==> config.mk <==
export PLATFORM = sky130hd
export DESIGN_NAME = fsm_engine
export DESIGN_NICKNAME = d
export VERILOG_FILES = /design/src/rtl/fsm_engine_pkg.sv /design/src/rtl/fsm_engine_logic.sv /design/src/rtl/fsm_engine.sv
export SDC_FILE = /design/constraint.sdc
export NUM_CORES = 1
export LEC_CHECK = 0
export CAP_MARGIN = 10
export CORE_UTILIZATION = 46
export DETAILED_ROUTE_END_ITERATION = 8
export GPL_TIMING_DRIVEN = 1
export PLACE_DENSITY = 0.92
export RECOVER_POWER = 50
export SLEW_MARGIN = 25
export SYNTH_ARGS = -nofsm -noshare
export SYNTH_HDL_FRONTEND = slang
export SYNTH_SLANG_ARGS = --single-unit
==> constraint.sdc <==
create_clock -name clock_port -period 6.9 [get_ports clock_port]
set_input_delay 1.38 -clock clock_port [delete_from_list [all_inputs] [get_ports clock_port]]
set_output_delay 1.38 -clock clock_port [all_outputs]
set_load 0.005 [all_outputs]
==> src/rtl/fsm_engine_pkg.sv <==
`default_nettype none
// ============================================================================
//  Module      : fsm_engine_pkg
//  Description : Shared types and helpers for the table-driven FSM engine.
//                Defines the decision-path enum and the arc slice helper.
//  Revision    : 1.0 - initial release
// ============================================================================
package fsm_engine_pkg;

    // Which branch of the next-state priority chain produced next_state
    typedef enum logic [2:0] {
        PATH_FORCE   = 3'd0,
        PATH_HOLD    = 3'd1,
        PATH_ARC     = 3'd2,
        PATH_TIMEOUT = 3'd3,
        PATH_STAY    = 3'd4,
        PATH_RECOVER = 3'd5
    } path_e;

    // LSB position of arc 'idx' inside a packed arc table of 'width'-bit fields
    function automatic int arc_lsb(input int idx, input int width);
        return idx * width;
    endfunction

endpackage
`default_nettype wire

==> src/rtl/fsm_engine_logic.sv <==
`default_nettype none
// ============================================================================
//  Module      : fsm_engine_logic
//  Description : Combinational decision core. Evaluates the arc table against
//                the current state and resolves force/hold/arc/timeout/stay/
//                recovery priority into next_state, winner one-hot and path.
//  Revision    : 1.0 - initial release
// ============================================================================
module fsm_engine_logic
    import fsm_engine_pkg::*;
#(
    parameter int STATE_W = 2,
    parameter int N_ARCS  = 4,
    parameter int TIMER_W = 8
) (
    input  logic [STATE_W-1:0]        state,
    input  logic [TIMER_W-1:0]        dwell,
    input  logic [STATE_W-1:0]        default_state,
    input  logic [N_ARCS*STATE_W-1:0] arc_src,
    input  logic [N_ARCS*STATE_W-1:0] arc_dst,
    input  logic [N_ARCS-1:0]         arc_en,
    input  logic [N_ARCS-1:0]         arc_cond,
    input  logic                      hold,
    input  logic                      force_valid,
    input  logic [STATE_W-1:0]        force_state,
    input  logic [TIMER_W-1:0]        timeout_limit,
    input  logic [STATE_W-1:0]        timeout_dst,
    output logic [STATE_W-1:0]        next_state,
    output logic [N_ARCS-1:0]         win_onehot,
    output path_e                     path
);

    logic [N_ARCS-1:0]  w_hit;
    logic [N_ARCS-1:0]  w_fire;
    logic [N_ARCS-1:0]  w_win;
    logic [STATE_W-1:0] w_dst [N_ARCS];
    logic [STATE_W-1:0] w_win_dst;
    logic               w_timeout;

    for (genvar gi = 0; gi < N_ARCS; gi++) begin : g_arc
        assign w_hit[gi]  = arc_en[gi] &&
                            (arc_src[arc_lsb(gi, STATE_W) +: STATE_W] == state);
        assign w_fire[gi] = w_hit[gi] && arc_cond[gi];
        assign w_dst[gi]  = arc_dst[arc_lsb(gi, STATE_W) +: STATE_W];
    end

    // Isolate the lowest set bit: arc 0 has the highest priority
    assign w_win = w_fire & (-w_fire);

    // The winner is one-hot, so OR-ing the gated destinations selects it
    always_comb begin
        w_win_dst = '0;
        for (int i = 0; i < N_ARCS; i++) begin
            if (w_win[i]) begin
                w_win_dst = w_win_dst | w_dst[i];
            end
        end
    end

    // Timeout only applies while the state is a legal (sourced) state
    assign w_timeout = (timeout_limit != '0) && (dwell >= timeout_limit) && (|w_hit);

    // Priority chain: force > hold > arc > timeout > stay > recover
    always_comb begin
        next_state = state;
        win_onehot = '0;
        path       = PATH_STAY;
        if (force_valid) begin
            next_state = force_state;
            path       = PATH_FORCE;
        end else if (hold) begin
            next_state = state;
            path       = PATH_HOLD;
        end else if (|w_fire) begin
            next_state = w_win_dst;
            win_onehot = w_win;
            path       = PATH_ARC;
        end else if (w_timeout) begin
            next_state = timeout_dst;
            path       = PATH_TIMEOUT;
        end else if (|w_hit) begin
            next_state = state;
            path       = PATH_STAY;
        end else begin
            next_state = default_state;
            path       = PATH_RECOVER;
        end
    end

endmodule
`default_nettype wire

==> src/rtl/fsm_engine.sv <==
`default_nettype none
// ============================================================================
//  Module      : fsm_engine
//  Description : Table-driven Moore state-machine engine. Holds the state,
//                previous-state and dwell registers and generates the
//                one-cycle diagnostic pulses around the decision core.
//  Revision    : 1.0 - initial release
// ============================================================================
module fsm_engine
    import fsm_engine_pkg::*;
#(
    parameter int STATE_W = 2,
    parameter int N_ARCS  = 4,
    parameter int TIMER_W = 8
) (
    input  logic                      clock_port,
    input  logic                      reset_port,
    input  logic [STATE_W-1:0]        reset_value,
    input  logic [STATE_W-1:0]        default_state,
    input  logic [N_ARCS*STATE_W-1:0] arc_src,
    input  logic [N_ARCS*STATE_W-1:0] arc_dst,
    input  logic [N_ARCS-1:0]         arc_en,
    input  logic [N_ARCS-1:0]         arc_cond,
    input  logic                      hold,
    input  logic                      force_valid,
    input  logic [STATE_W-1:0]        force_state,
    input  logic [TIMER_W-1:0]        timeout_limit,
    input  logic [STATE_W-1:0]        timeout_dst,
    output logic [STATE_W-1:0]        state,
    output logic [STATE_W-1:0]        next_state,
    output logic [STATE_W-1:0]        prev_state,
    output logic                      state_changed,
    output logic [N_ARCS-1:0]         arc_taken,
    output logic [TIMER_W-1:0]        dwell,
    output logic                      recovered,
    output logic                      timed_out
);

    localparam logic [TIMER_W-1:0] c_dwell_one = TIMER_W'(1);

    logic [STATE_W-1:0] r_state;
    logic [STATE_W-1:0] r_prev_state;
    logic               r_state_changed;
    logic [N_ARCS-1:0]  r_arc_taken;
    logic [TIMER_W-1:0] r_dwell;
    logic               r_recovered;
    logic               r_timed_out;

    logic [STATE_W-1:0] w_next_state;
    logic [N_ARCS-1:0]  w_win_onehot;
    path_e              w_path;
    logic [TIMER_W-1:0] w_dwell_next;

    fsm_engine_logic #(
        .STATE_W (STATE_W),
        .N_ARCS  (N_ARCS),
        .TIMER_W (TIMER_W)
    ) u_logic (
        .state         (r_state),
        .dwell         (r_dwell),
        .default_state (default_state),
        .arc_src       (arc_src),
        .arc_dst       (arc_dst),
        .arc_en        (arc_en),
        .arc_cond      (arc_cond),
        .hold          (hold),
        .force_valid   (force_valid),
        .force_state   (force_state),
        .timeout_limit (timeout_limit),
        .timeout_dst   (timeout_dst),
        .next_state    (w_next_state),
        .win_onehot    (w_win_onehot),
        .path          (w_path)
    );

    // Dwell restarts on any taken transition (self-loops included), freezes on hold
    always_comb begin
        w_dwell_next = r_dwell;
        case (w_path)
            PATH_FORCE, PATH_ARC, PATH_TIMEOUT, PATH_RECOVER: w_dwell_next = '0;
            PATH_HOLD:                                        w_dwell_next = r_dwell;
            PATH_STAY: w_dwell_next = (r_dwell == '1) ? r_dwell : r_dwell + c_dwell_one;
            default:                                          w_dwell_next = r_dwell;
        endcase
    end

    // State, history, dwell and single-cycle event pulses
    always_ff @(posedge clock_port) begin
        if (reset_port) begin
            r_state         <= reset_value;
            r_prev_state    <= reset_value;
            r_dwell         <= '0;
            r_state_changed <= 1'b0;
            r_arc_taken     <= '0;
            r_recovered     <= 1'b0;
            r_timed_out     <= 1'b0;
        end else begin
            r_state         <= w_next_state;
            if (w_next_state != r_state) begin
                r_prev_state <= r_state;
            end
            r_state_changed <= (w_next_state != r_state);
            r_arc_taken     <= w_win_onehot;
            r_dwell         <= w_dwell_next;
            r_recovered     <= (w_path == PATH_RECOVER);
            r_timed_out     <= (w_path == PATH_TIMEOUT);
        end
    end

    assign state         = r_state;
    assign next_state    = w_next_state;
    assign prev_state    = r_prev_state;
    assign state_changed = r_state_changed;
    assign arc_taken     = r_arc_taken;
    assign dwell         = r_dwell;
    assign recovered     = r_recovered;
    assign timed_out     = r_timed_out;

endmodule
`default_nettype wire

# Word level (Yosys, flattened, before mapping)
# Index checks and enable logic that the tools add are counted.
dict set report word_totals {
  input_bits 44
  word_cells 64
  register_bits 19
}
dict set report classes {
  eq_ne 11
  order_cmp 1
  addsub 2
  bitwise 5
  reduce_logical 19
  mux 19
}
# operator n
set ops {}
lappend ops {{$mux 2} 12}
lappend ops {{$pmux 8 s2} 1}
lappend ops {{$reduce_or 4->1} 4}
lappend ops {{$mux 3} 4}
lappend ops {{$logic_and 1x1->1} 10}
lappend ops {{$add 8x1->8 const B} 1}
lappend ops {{$eq 2x2->1} 4}
lappend ops {{$eq 8x8->1 const B} 1}
lappend ops {{$ge 8x8->1} 1}
lappend ops {{$mux 8} 1}
lappend ops {{$reduce_bool 8->1} 1}
lappend ops {{$eq 3x2->1 const B} 2}
lappend ops {{$eq 3x3->1 const B} 2}
lappend ops {{$or 2x2->2} 3}
lappend ops {{$and 4x4->4} 1}
lappend ops {{$neg 4->4} 1}
lappend ops {{$reduce_bool 2->1} 2}
lappend ops {{$logic_not 3->1} 1}
lappend ops {{$ne 2x2->1} 1}
lappend ops {{$ne 2x2->1 const B} 1}
lappend ops {{$reduce_and 2->1} 1}
lappend ops {{$mux 1} 1}
lappend ops {{$not 1->1} 1}

# Depth between registers and ports, before layout
# Gate-level depths: netlist (run 1).
dict set report depth {
  depth_word 18
  depth_mapped 10
  depth_no_buf 9
}

# By module
# From an unflattened synthesis (run 1), not the netlist that was laid out.
dict set report hier_totals {
  hier_cells 184
  hier_area_um2 1486.4
}
# module area_each_um2 n_inst cells_each
set by_module_without_submodules {}
lappend by_module_without_submodules {fsm_engine 832.0 1 89}
lappend by_module_without_submodules {fsm_engine_logic 654.4 1 95}

# Worst setup path before layout (run 1)
# OpenSTA, ideal clock, no wires.
dict set report synth_path {
  path_kind {input to output}
  startpoint {input timeout_limit[2]}
  endpoint {output next_state[1]}
  setup_slack_ns 2.609
  n_path_buf 1
  path_stages 9
  t_arrival_ns 2.911
  path_cell_list {inv_1 ha_1 and3_1 o21ai_0 a311oi_2 or2_1 buf_6 o211ai_1 a221o_1}
}
dict set report synth_between {
  elab_chain_cells 7
  word_cells_on_any_way 8
}
# element line
set synth_lines {}
lappend synth_lines {{from (decl)} fsm_engine.sv:27} ;# input logic [TIMER_W-1:0] timeout_limit,
lappend synth_lines {{$ge 8x8->1 or $reduce_bool 8->1 (tied branches)} fsm_engine_logic.sv:61} ;# assign w_timeout = (timeout_limit != '0) && (dwell >= timeout_limit) && (|w_hit);
lappend synth_lines {{$logic_and 1x1->1 * (2 in series)} fsm_engine_logic.sv:61}
lappend synth_lines {{$mux 2 *} fsm_engine_logic.sv:78} ;# end else if (w_timeout) begin
lappend synth_lines {{$mux 2 *} fsm_engine_logic.sv:74} ;# end else if (|w_fire) begin
lappend synth_lines {{$mux 2 *} fsm_engine_logic.sv:71} ;# end else if (hold) begin
lappend synth_lines {{$mux 2 *} fsm_engine_logic.sv:68} ;# if (force_valid) begin
lappend synth_lines {{to (decl)} fsm_engine.sv:30} ;# output logic [STATE_W-1:0] next_state,
# Mark *: on every way between the ends. The rest lies on a longest branch, timed or not.

# Worst setup path after layout (run 1)
# Ends and elaborated chain as after synthesis.

==> results by stage, run 1 <==
Detailed routing:
- After the first detailed-routing iteration, the DRC count stood at 62.
- In the routed design, unresolved DRC markers number 0.
- Summed over all layers, the routed wires come to 4.21 mm.
- For this run, the detailed router's first-pass iteration total came to 4.
- Dividing the detail-routed via count by the number of cells gives 5.67.
- The detailed-route via count is 1657.
- In this run the remaining antenna-violating nets after routing total 0.
- The wire length per cell is 14.4 um.

Floorplan:
- 65 I/O pins were placed.
- The floorplan step defined a die boundary enclosing 3630 um2.
- The die boundary width is 60.2 um.
- Measured along the y axis, the die boundary spans 60.2 um.
- Once the floorplan was initialized, standard cells occupied 49.9% of the core.
- The placeable core region is 3130 um2.
- The floorplan has 20 rows.

Synthesis:
- The post-synthesis simple-gate area fraction is 28.5%.
- The number of standard cells after synthesis is 184.
- The post-synthesis area per instance is 8.48 um2.
- The main combinational cell family by area after synthesis is simple AND/OR/NAND/NOR gates.
- After synthesis, the most frequently instantiated cells are dfxtp_1 (17), inv_1 (17), nand3_1 (15).
- Summing the areas of all xor and xnor instances in the mapped netlist gives 7.14% of the synthesized area.
- The flip-flop and latch count after synthesis is 19.
- The compound-gate portion of the synthesized area is 21.7%.
- The number of synthesized flops with an enable pin is 2.
- The number of unique standard cell types used by synthesis is 53.
- In this run the biggest area consumer among cell types represents 21.8% of the synthesized area.
- Sequential elements use 25.7% of the synthesized area.
- The fraction of registers with async set/reset is 0%.
- In this run the cell area of the synthesized design comes to 1560 um2.
- The total nets after synthesis is 237.
- Sorting the synthesized cells by area gives the leading types as dfxtp_1 (22%), ha_1 (7.2%), nand3_1 (4.8%).
- The portion of synthesized area spent on multiplexers is 3.29%.
- The number of synthesis warnings is 0.
- For this run, the leading register cell type out of synthesis is dfxtp_1.
- The top cell type by total area after synthesis is dfxtp_1.
- The synthesized netlist devotes 7.22% of its cell area to adder and majority cells.

Power:
- The total power divided by cell area is 137 nW/um2.
- The worst ir drop on vdd is 0.0946 mV.
- In this run the static leakage power is 0.900 nW.

Timing:
- Hold is met by 0.539 ns.
- Setup repair after global routing left no endpoint under its margin.
- The clock arrives with 0.00716 ns of skew.
- The final-report max-slew violation count is 0.
- Based on the critical path, the design can be clocked at up to 181 MHz.
- The final-report setup violation count is 0.
- The aggregate negative setup slack is 0 ns.
- The number of hold violations in the final report is 0.
- The max-slew headroom at the worst pin is 50.5%.
- Of the available clock period, the critical path in the final layout requires 79.9%.
- The slew at the pin closest to its max-slew limit is 0.739 ns.
- The final critical delay including setup and external delays is 5.51 ns.

Layout:
- The repair_antennas step left the layout with diodes totalling 0.
- The final layout contains 302 nets.
- The relative area change from synthesis to final layout is 43.2%.
- In the final layout, the multi-input gates occupy 1050 um2.
- The core occupancy in the finished layout is 71.4%.
- Summing all flip-flop and latch instances after layout gives 400 um2.
- The filler cells instantiated in the layout total 244.
- The fraction of layout instances using a drive strength above 1 is 9.27%.

Place:
- The HPWL after detailed placement is 3.40 mm.
- Routability-driven placement finished with a final weighted congestion of 0.919.
- Buffers placed on the I/O ports in this run total 64.

GRT:
- The pin count of the biggest net entering global routing is 14.
- The first global-routing pass estimated 6.79 mm of wire.
- The number of global-route vias before repair is 1612.
- The initial antenna violation count is 0.
- Global routing used 24.8% of the available tracks.
- The sum of overflow across all layers after global routing is 0.

Setup path:
- The worst setup path is captured at an output port.
- The signal on the critical path passes through clkdlybuf4s50_1 > inv_1 > ha_1 > and3_1 > o21ai_0 > a311oi_2 > or2_1 > o211ai_1 > a221o_1 > clkdlybuf4s50_1.
- The critical path in this run is classified as primary input to output port.
- The dominant delay contributor by cell family on the critical path is buffers and inverters.
- In this run the worst path has a maximum fanout of 7.
- On the worst path, the slowest cell contributes a delay of 0.47 ns.
- At the worst endpoint, the required time is 5.52 ns.
- The worst setup path is launched from a primary input.
- The data arrival time of the worst path is 4.13 ns.
- Together, buffers and inverters on the worst path number 3.
- Among all stages on the critical path, the largest delay is contributed by clkdlybuf4s50_1.
- Counting stages on the worst path, the most repeated cell is clkdlybuf4s50_1.

CTS:
- In this run the clock root is driven by a clkbuf_4.
- For this design, the CTS-stage hold fixing added 0 buffers.
- The count of clock tree sinks is 19.
- Clock tree synthesis inserted a total of 3 buffers.
- The count of H-tree levels built during CTS is 1.
- TritonCTS built the clock tree.
- The deepest clock path buffer count is 2.
- The clock insertion delay at the later pin of the skew report is 0.30 ns.
- The post-CTS setup repair buffer count is 0.
- The post-cts resize count is 0.
- Clock-pin slew was measured on the worst setup and hold paths at 0.11 ns.

Run status:
- The run finished with clean final reports.

Job:
- The number of maximum-capacitance violations is 0.

Worst hold path:
- The kind of path behind the tightest hold check is flop to flop.
[metal layers]
metal	up-vias	global-route usage (%)	share of wire, %	routed length, um
li1	805	-	-	-
met4	0	7.31	1.5	65
met5	-	0	0	0
met3	10	4.98	6.5	274
met1	763	26.2	40	1690
met2	79	48.2	52	2180
[kinds of logic (layout without fill, tap and decap cells)]
group / count (synthesis) / count (layout)
simple gates: 77 / 77
compound gates: 42 / 42
buf+inv: 21 / 85
flops: 19 / 19
xor+xnor: 11 / 11
fa+ha+maj: 9 / 9
mux: 5 / 5
[cells in the final DEF (no fill, tap or decap), types with 5 or more instances in the layout]
cell type        count
a21oi_1             11
dfxtp_1             17
nor2_1              13
nand3_1             15
ha_1                 9
nor3_1               5
inv_1               17
nand2_1             12
nand4_1              6
o21ai_0              5
and3_1               5
dlygate4sd3_1       16
clkdlybuf4s50_1     48
xnor2_1              7
[power by group]
group	switching, mW	internal, mW	total (mW)
Combinational	0.0587	0.0646	0.123
Clock	0.0357	0.0216	0.0573
Sequential	0.00713	0.118	0.125
[area by class of cell]
class | count | area share, %
repair buffers | 64 | 28.7
multi-input cells | 144 | 46.9
flip-flops and latches | 19 | 17.9
clock inverters | 1 | 0.224
inverters | 17 | 2.86
clock buffers | 3 | 1.01
well taps | 44 | 2.46
[stage by stage]
step	power, mW	cell area, um2	cells	setup WS, ns
3_5_place_dp	0.251	2220	288	1.39
2_1_floorplan	0.199	1560	184	2.61
6_report	0.305	2230	292	1.39
5_1_grt	0.321	2230	292	1.22
4_1_cts	0.307	2250	292	1.39
3_3_place_gp	0.248	2220	288	1.45
[registers in the layout (all words and copies together) (netlist names)]
| signal | flops |
|---|---|
| arc_taken | 4 |
| dwell | 8 |
| prev_state | 2 |
| recovered | 1 |
| state | 2 |
| state_changed | 1 |
| timed_out | 1 |
[worst register-to-register path, stage by stage (launching register included)]
cell	delay, ns
dfxtp_1	0.48
inv_1	0.09
ha_1	0.27
and3_1	0.13
o21ai_0	0.08
a311oi_2	0.36
or2_1	0.42
a21oi_1	0.13
o311a_1	0.34
nand3_1	0.13
[final timing paths]
kind                    start       endpoint  slack (ns)  cells past startpoint
min reg2reg          dwell[7]       dwell[7]        0.54                      2
min                  dwell[7]       dwell[7]        0.54                      2
max          timeout_limit[2]  next_state[1]        1.39                     10
max reg2reg          dwell[0]  prev_state[1]        4.19                      9
Note: power is estimated with default switching activity, not from simulation.
==> inputs of run 2 (changes only) <==
--- a/config.mk
+++ b/config.mk
@@ -6,10 +6,10 @@
 export NUM_CORES = 1
 export LEC_CHECK = 0
 export CAP_MARGIN = 10
-export CORE_UTILIZATION = 46
+export CORE_UTILIZATION = 43
 export DETAILED_ROUTE_END_ITERATION = 8
 export GPL_TIMING_DRIVEN = 1
-export PLACE_DENSITY = 0.92
+export PLACE_DENSITY = 0.88
 export RECOVER_POWER = 50
 export SLEW_MARGIN = 25
 export SYNTH_ARGS = -nofsm -noshare
==> constraint.sdc (replaced) <==
create_clock -name clock_port -period 5.65 [get_ports clock_port]
set_input_delay 1.13 -clock clock_port [delete_from_list [all_inputs] [get_ports clock_port]]
set_output_delay 1.13 -clock clock_port [all_outputs]
set_load 0.005 [all_outputs]
==> results by stage, run 2 (synthesized netlist as in run 1, its figures left out) <==
Timing:
- Setup repair after global routing left no endpoint under its margin.
- For the pin with the worst max-slew slack, the measured transition is 0.713 ns.
- The aggregate negative setup slack is 0 ns.
- Of the available clock period, the critical path in the final layout requires 88.9%.
- Setup violations remaining at the end of the flow were counted as 0.
- The highest attainable clock frequency is 199 MHz.
- The worst clock skew is 0.00148 ns.
- The number of hold violations in the final report was 0.
- The final critical delay including setup and external delays is 5.02 ns.
- The worst setup slack after layout is 0.629 ns.
- The final-report max-slew violation count came to 0.
- In this run the tightest slew margin relative to its limit is 52.2%.

Setup path:
- The largest stage delay on the critical path is 0.47 ns.
- Among all stages on the critical path, the largest delay is contributed by clkdlybuf4s50_1.
- The data arrival time of the worst path is 3.89 ns.
- The dominant delay contributor by cell family on the critical path is buffers and inverters.
- Counting both buffers and inverters, the worst setup path holds a total of 3.
- Walking the worst path, the cells encountered are clkdlybuf4s50_1 > inv_1 > ha_1 > and3_1 > o21ai_0 > a311oi_2 > or2_1 > o211ai_1 > a221o_1 > clkdlybuf4s50_1.
- The worst setup path is captured at an output port.
- By instance count, the cell type seen most on the critical path is clkdlybuf4s50_1.
- Data on the critical path is required at its endpoint by 4.52 ns.
- The critical path class is primary input to output port.
- The highest net fanout along the worst path is 7.
- STA classifies the critical path startpoint as a primary input.

Floorplan:
- In this run the standard cell core region covers 3420 um2.
- The die boundary width is 62.2 um.
- The initial utilization of the core area, before any placement, comes to 45.7%.
- Pin placement for this block handled 65 I/O pins.
- The die height is 62.2 um.
- The die covers 3870 um2.
- In this run the core area contains 21 standard-cell rows.

Place:
- The congestion estimate from routability-driven global placement came to 0.832.
- Port buffering added 64 buffers.
- The post-DP HPWL is 3.08 mm.
- Before CTS, the worst setup slack after placement is 0.635 ns.

Detailed routing:
- The wire length per cell is 12.7 um.
- The total wirelength of the detailed-routed design is 3.74 mm.
- Across all layers, the routed design uses 1594 vias.
- Using the TritonRoute via totals, the vias-per-cell ratio works out to 5.42.
- The first-pass iteration count of the detailed router is 8.
- The residual DRC count is 0.
- After the first detailed-routing iteration, the DRC count stood at 72.
- The detail route stage leaves a number of antenna-violating nets equal to 0.

CTS:
- The post-CTS setup repair buffer count is 0.
- The post-cts resize count is 0.
- The clock root buffer is clkbuf_4.
- The clock insertion delay at the later pin of the skew report is 0.30 ns.
- The clock-pin slew on the worst setup and hold paths is 0.10 ns.
- The number of clock buffers added by TritonCTS is 3.
- In this run, post-CTS hold repair placed 0 buffers.
- The longest clock path from root to sink contains 2 buffers.
- In this run the number of H-tree levels came out at 1.
- TritonCTS built the clock tree.
- For this design, the sink count on the clock tree is 19.

Worst hold path:
- The min-delay analysis places its worst path in the category flop to flop.

GRT:
- The number of global-route vias before repair is 1519.
- The total overflow left after global routing is 0.
- Entering global routing, the biggest net connects 14 pins.
- The initial antenna violation count is 0.
- The global-route usage over all layers is 20.3%.
- The first global-routing pass estimated 6.48 mm of wire.

Layout:
- After the last flow step, the layout net total stands at 302.
- The library cell used most frequently in the layout, excluding fill and tap cells, is clkdlybuf4s50_1.
- Cells with a size suffix above 1 make up 9.27% of the layout.
- The top cell types in the final layout, fill and taps aside, are clkdlybuf4s50_1 (48), inv_1 (17), dfxtp_1 (17), dlygate4sd3_1 (16), nand3_1 (15).
- The number of flip-flops in the largest register is 8.
- Compared with the post-synthesis result, the final layout area differs by 43.4%.
- The total of fill cells in the finished design is 307.
- The repair_antennas step left the layout with diodes totalling 0.

Job:
- The number of maximum-capacitance violations is 0.

Power:
- Dividing total power by cell area gives a power density of 165 nW/um2.
- The worst ir drop on vdd is 0.110 mV.
- The standby leakage power is 0.900 nW.

Run status:
- The run finished with clean final reports.
run 2: cell counts in the layout (fill, tap and decap cells not counted):
No cell type changed its count.
run 2: power by group:
group	switching (mW)	internal, mW	total [mW]	leakage (nW)
Sequential	0.00869	0.144	0.152	0.159
Combinational	0.0686	0.0789	0.148	0.723
Clock	0.0427	0.0264	0.0692	0.0177
Total	0.120	0.249	0.369	0.900
run 2: path summary, 6_finish.rpt:
kind	startpoint	end	slack [ns]	cells past startpoint
worst max-delay path	timeout_limit[2]	next_state[1]	0.63	10
worst min-delay path	dwell[4]	dwell[4]	0.52	2
worst max register to register	dwell[0]	prev_state[1]	2.95	9
worst min register to register	dwell[4]	dwell[4]	0.52	2
run 2: final cells by class:
class / instances / area (um2) / area share (%)
clock inverters: 1 / 5.00 / 0.224
inverters: 17 / 63.8 / 2.85
repair buffers: 64 / 641 / 28.6
multi-input cells: 144 / 1050 / 46.8
well taps: 46 / 57.6 / 2.57
clock buffers: 3 / 22.5 / 1.01
flip-flops and latches: 19 / 400 / 17.9
run 2: stage by stage:
| stage | total power [mW] | hold WS [ns] | cells | cell area [um2] | utilization (%) |
|---|---|---|---|---|---|
| floorplan | 0.243 | 0.499 | 184 | 1560 | - |
| global placement | 0.303 | 0.502 | 290 | 2220 | 65.0 |
| detailed placement | 0.306 | 0.513 | 290 | 2220 | 65.0 |
| CTS | 0.376 | 0.531 | 294 | 2250 | 65.8 |
| global route | 0.394 | 0.578 | 294 | 2240 | 65.5 |
| finish | 0.369 | 0.523 | 294 | 2240 | 65.5 |
run 2: worst reg2reg max path: stages, from the launching register on:
cell and delay, ns:
dfxtp_1 0.46, inv_1 0.09, ha_1 0.27, and3_1 0.13, o21ai_0 0.08, a311oi_2 0.37
or2_1 0.42, a21oi_1 0.13, o311a_1 0.34, nand3_1 0.14
run 2: metal layers:
| layer | track usage, % | vias to the layer above | share of wire [%] |
|---|---|---|---|
| li1 | - | 815 | - |
| met1 | 25.1 | 713 | 44 |
| met2 | 34.1 | 60 | 48 |
| met3 | 4.60 | 6 | 6.3 |
| met4 | 8.14 | 0 | 1.1 |
| met5 | 0 | - | 0 |
==> inputs of run 3 (changes only) <==
==> constraint.sdc (replaced) <==
create_clock -name clock_port -period 5.65 [get_ports clock_port]
set_input_delay 1.4125 -clock clock_port [delete_from_list [all_inputs] [get_ports clock_port]]
set_output_delay 1.4125 -clock clock_port [all_outputs]
set_load 0.005 [all_outputs]
==> results by stage, run 3 (synthesized netlist as in run 1, its figures left out) <==
Timing:
- The number of hold violations in the final report is 0.
- The final-report max-slew violation count is 0.
- Setup repair after global routing left no endpoint under its margin.
- Setup violations remaining at the end of the flow were counted as 0.
- The max-slew headroom at the worst pin is 53.7%.
- At the pin with the least slew margin, the transition time is 0.692 ns.
- For this run, the top clock speed supported by timing is 186 MHz.
- The worst clock skew is 0.00464 ns.
- Setup total negative slack on the finished layout was measured at 0 ns.
- The final critical delay including setup and external delays is 5.38 ns.
- The final period utilization is 95.2%.

CTS:
- TritonCTS built the clock tree.
- The clock insertion delay at the later pin of the skew report is 0.31 ns.
- The number of buffers added by the clock tree synthesis step is 3.
- The post-cts hold buffer count is 0.
- The clock-pin slew on the worst setup and hold paths is 0.11 ns.
- The clock root buffer is clkbuf_4.
- Gates resized during post-CTS repair numbered 0.
- Post-CTS timing repair inserted 0 buffers for setup.
- CTS built an H-tree with a depth of 1.
- In this run the deepest clock path goes through 2 buffers.
- The count of clock tree sinks is 19.

Setup path:
- The data arrival time of the worst path is 3.97 ns.
- In this run the worst path has a maximum fanout of 4.
- The cell seen most often among critical-path stages is clkdlybuf4s50_1.
- The critical path data required time is 4.24 ns.
- The setup path with the least slack is of type primary input to output port.
- The critical path goes through clkdlybuf4s50_1 > inv_1 > ha_1 > and3_1 > o21ai_0 > a311oi_2 > or3_1 > a31o_2 > nand2_1 > clkdlybuf4s50_1.
- The startpoint type of the worst setup path is a primary input.
- The largest individual stage delay along the critical path comes from the cell clkdlybuf4s50_1.
- The worst setup path is captured at an output port.
- The largest stage delay on the critical path is 0.49 ns.

Run status:
- The run finished with clean final reports.

GRT:
- The first global-routing pass estimated 6.63 mm of wire.
- Summed over all layers, the global routing overflow is 0.
- The initial antenna violation count was 0.
- For this run, the total global-route usage over all layers was measured as 21.0%.
- Entering global routing, the biggest net connects 14 pins.
- The number of global-route vias before repair is 1583.

Power:
- Summed over all nets, the switching power comes to 0.123 mW.
- The worst ir drop on vdd is 0.120 mV.
- Of the total power, registers draw 40.9%.
- The standby leakage power is 0.904 nW.
- The total power divided by cell area is 166 nW/um2.
- The portion of total power attributed to combinational logic is 39.9%.
- The internal cell power is 0.249 mW.
- The net switching fraction of the power is 33.1%.
- The power share of the clock group is 19.2%.

Job:
- Max-cap violations in this run came to 0.

Layout:
- Leaving out fill and tap cells, the most frequent cells in the layout are clkdlybuf4s50_1 (49), inv_1 (17), dfxtp_1 (17), nand3_1 (15), dlygate4sd3_1 (15).
- The leading cell type in the layout, fill and taps excluded is clkdlybuf4s50_1.
- The net count of the finished layout is 304.
- The relative area change from synthesis to final layout is 43.7%.
- 0 antenna diodes ended up in the layout.
- At the end of the flow the core is filled with cells to 65.6%.
- The number of flip-flops in the largest register is 8.
- The post-route netlist has 9.20% of its cells at a drive strength greater than 1.
- The post-route non-filler standard cell count is 296.

Detailed routing:
- In the final routed layout, each cell accounts on average for 13.1 um.
- After detailed routing, the number of remaining DRC violations is 0.
- The total wirelength of the detailed-routed design is 3.86 mm.
- In the routed layout, each cell is associated on average with a via count of 5.45.
- The final route contains 1613 vias.
- The first routing iteration left 114 violations.
- The first-pass iteration count of the detailed router is 4.
- Once detail routing completed, the nets flagged for antenna violations numbered 0.

Place:
- The HPWL after detailed placement is 3.14 mm.
- The placer's final routability congestion estimate is 0.853.
- Once placement completed, the tool counted placed cells totaling 292.
- Input and output buffers added on the ports amount to 64.

Floorplan:
- From left edge to right edge, the die measures 62.2 um.
- In this run the core area contains 21 standard-cell rows.
- The area of the die is 3870 um2.
- The top-level port count is 65.
- The core region is 3420 um2.
- The initial core utilization is 45.7%.
- The die height is 62.2 um.

Worst hold path:
- The kind of path behind the tightest hold check is flop to flop.
==> run 3: power groups by stage <==
stage | Combinational [mW] | Sequential, mW | Clock, mW
6_report | 0.148 | 0.152 | 0.0712
2_1_floorplan | 0.0916 | 0.151 | 0
3_3_place_gp | 0.148 | 0.155 | 0
3_5_place_dp | 0.152 | 0.156 | 0
4_1_cts | 0.153 | 0.152 | 0.0726
5_1_grt | 0.162 | 0.153 | 0.0800
==> run 3: layout make-up <==
cell class	count	area [um2]
timing repair buffer	66	656
fill	296	1170
clock buffer	3	22.5
inverter	17	63.8
clock inverter	1	5.00
tap	46	57.6
sequential	19	400
multi-input combinational	144	1040
==> run 3: metal layers <==
layer,global-route usage [%],vias up,wire length (um)
li1,-,813,-
met1,24.2,738,1700
met2,38.2,56,1930
met3,3.86,6,191
met4,7.56,0,45
met5,0,-,0
==> run 3: path summary, 6_finish.rpt <==
path | to | from | cells past startpoint | slack, ns
hold / removal | dwell[7] | dwell[7] | 2 | 0.54
setup reg to reg | dwell[2] | state[0] | 7 | 3.02
setup / recovery | next_state[0] | timeout_limit[2] | 10 | 0.27
hold reg to reg | dwell[7] | dwell[7] | 2 | 0.54
==> run 3: metrics by stage <==
stage	power, mW	setup slack [ns]	hold WS [ns]	area [um2]
floorplan	0.243	1.29	0.499	1560
global placement	0.304	0.323	0.502	2240
detailed placement	0.308	0.297	0.524	2240
CTS	0.378	0.288	0.541	2260
global route	0.396	0.182	0.581	2240
finish	0.371	0.271	0.536	2240
==> run 3: worst max-delay path: cells and delay by family <==
family / cells / cell delay, ns
buf+inv: 3 / 1.02
compound gates: 3 / 0.63
simple gates: 3 / 0.61
fa+ha+maj: 1 / 0.30
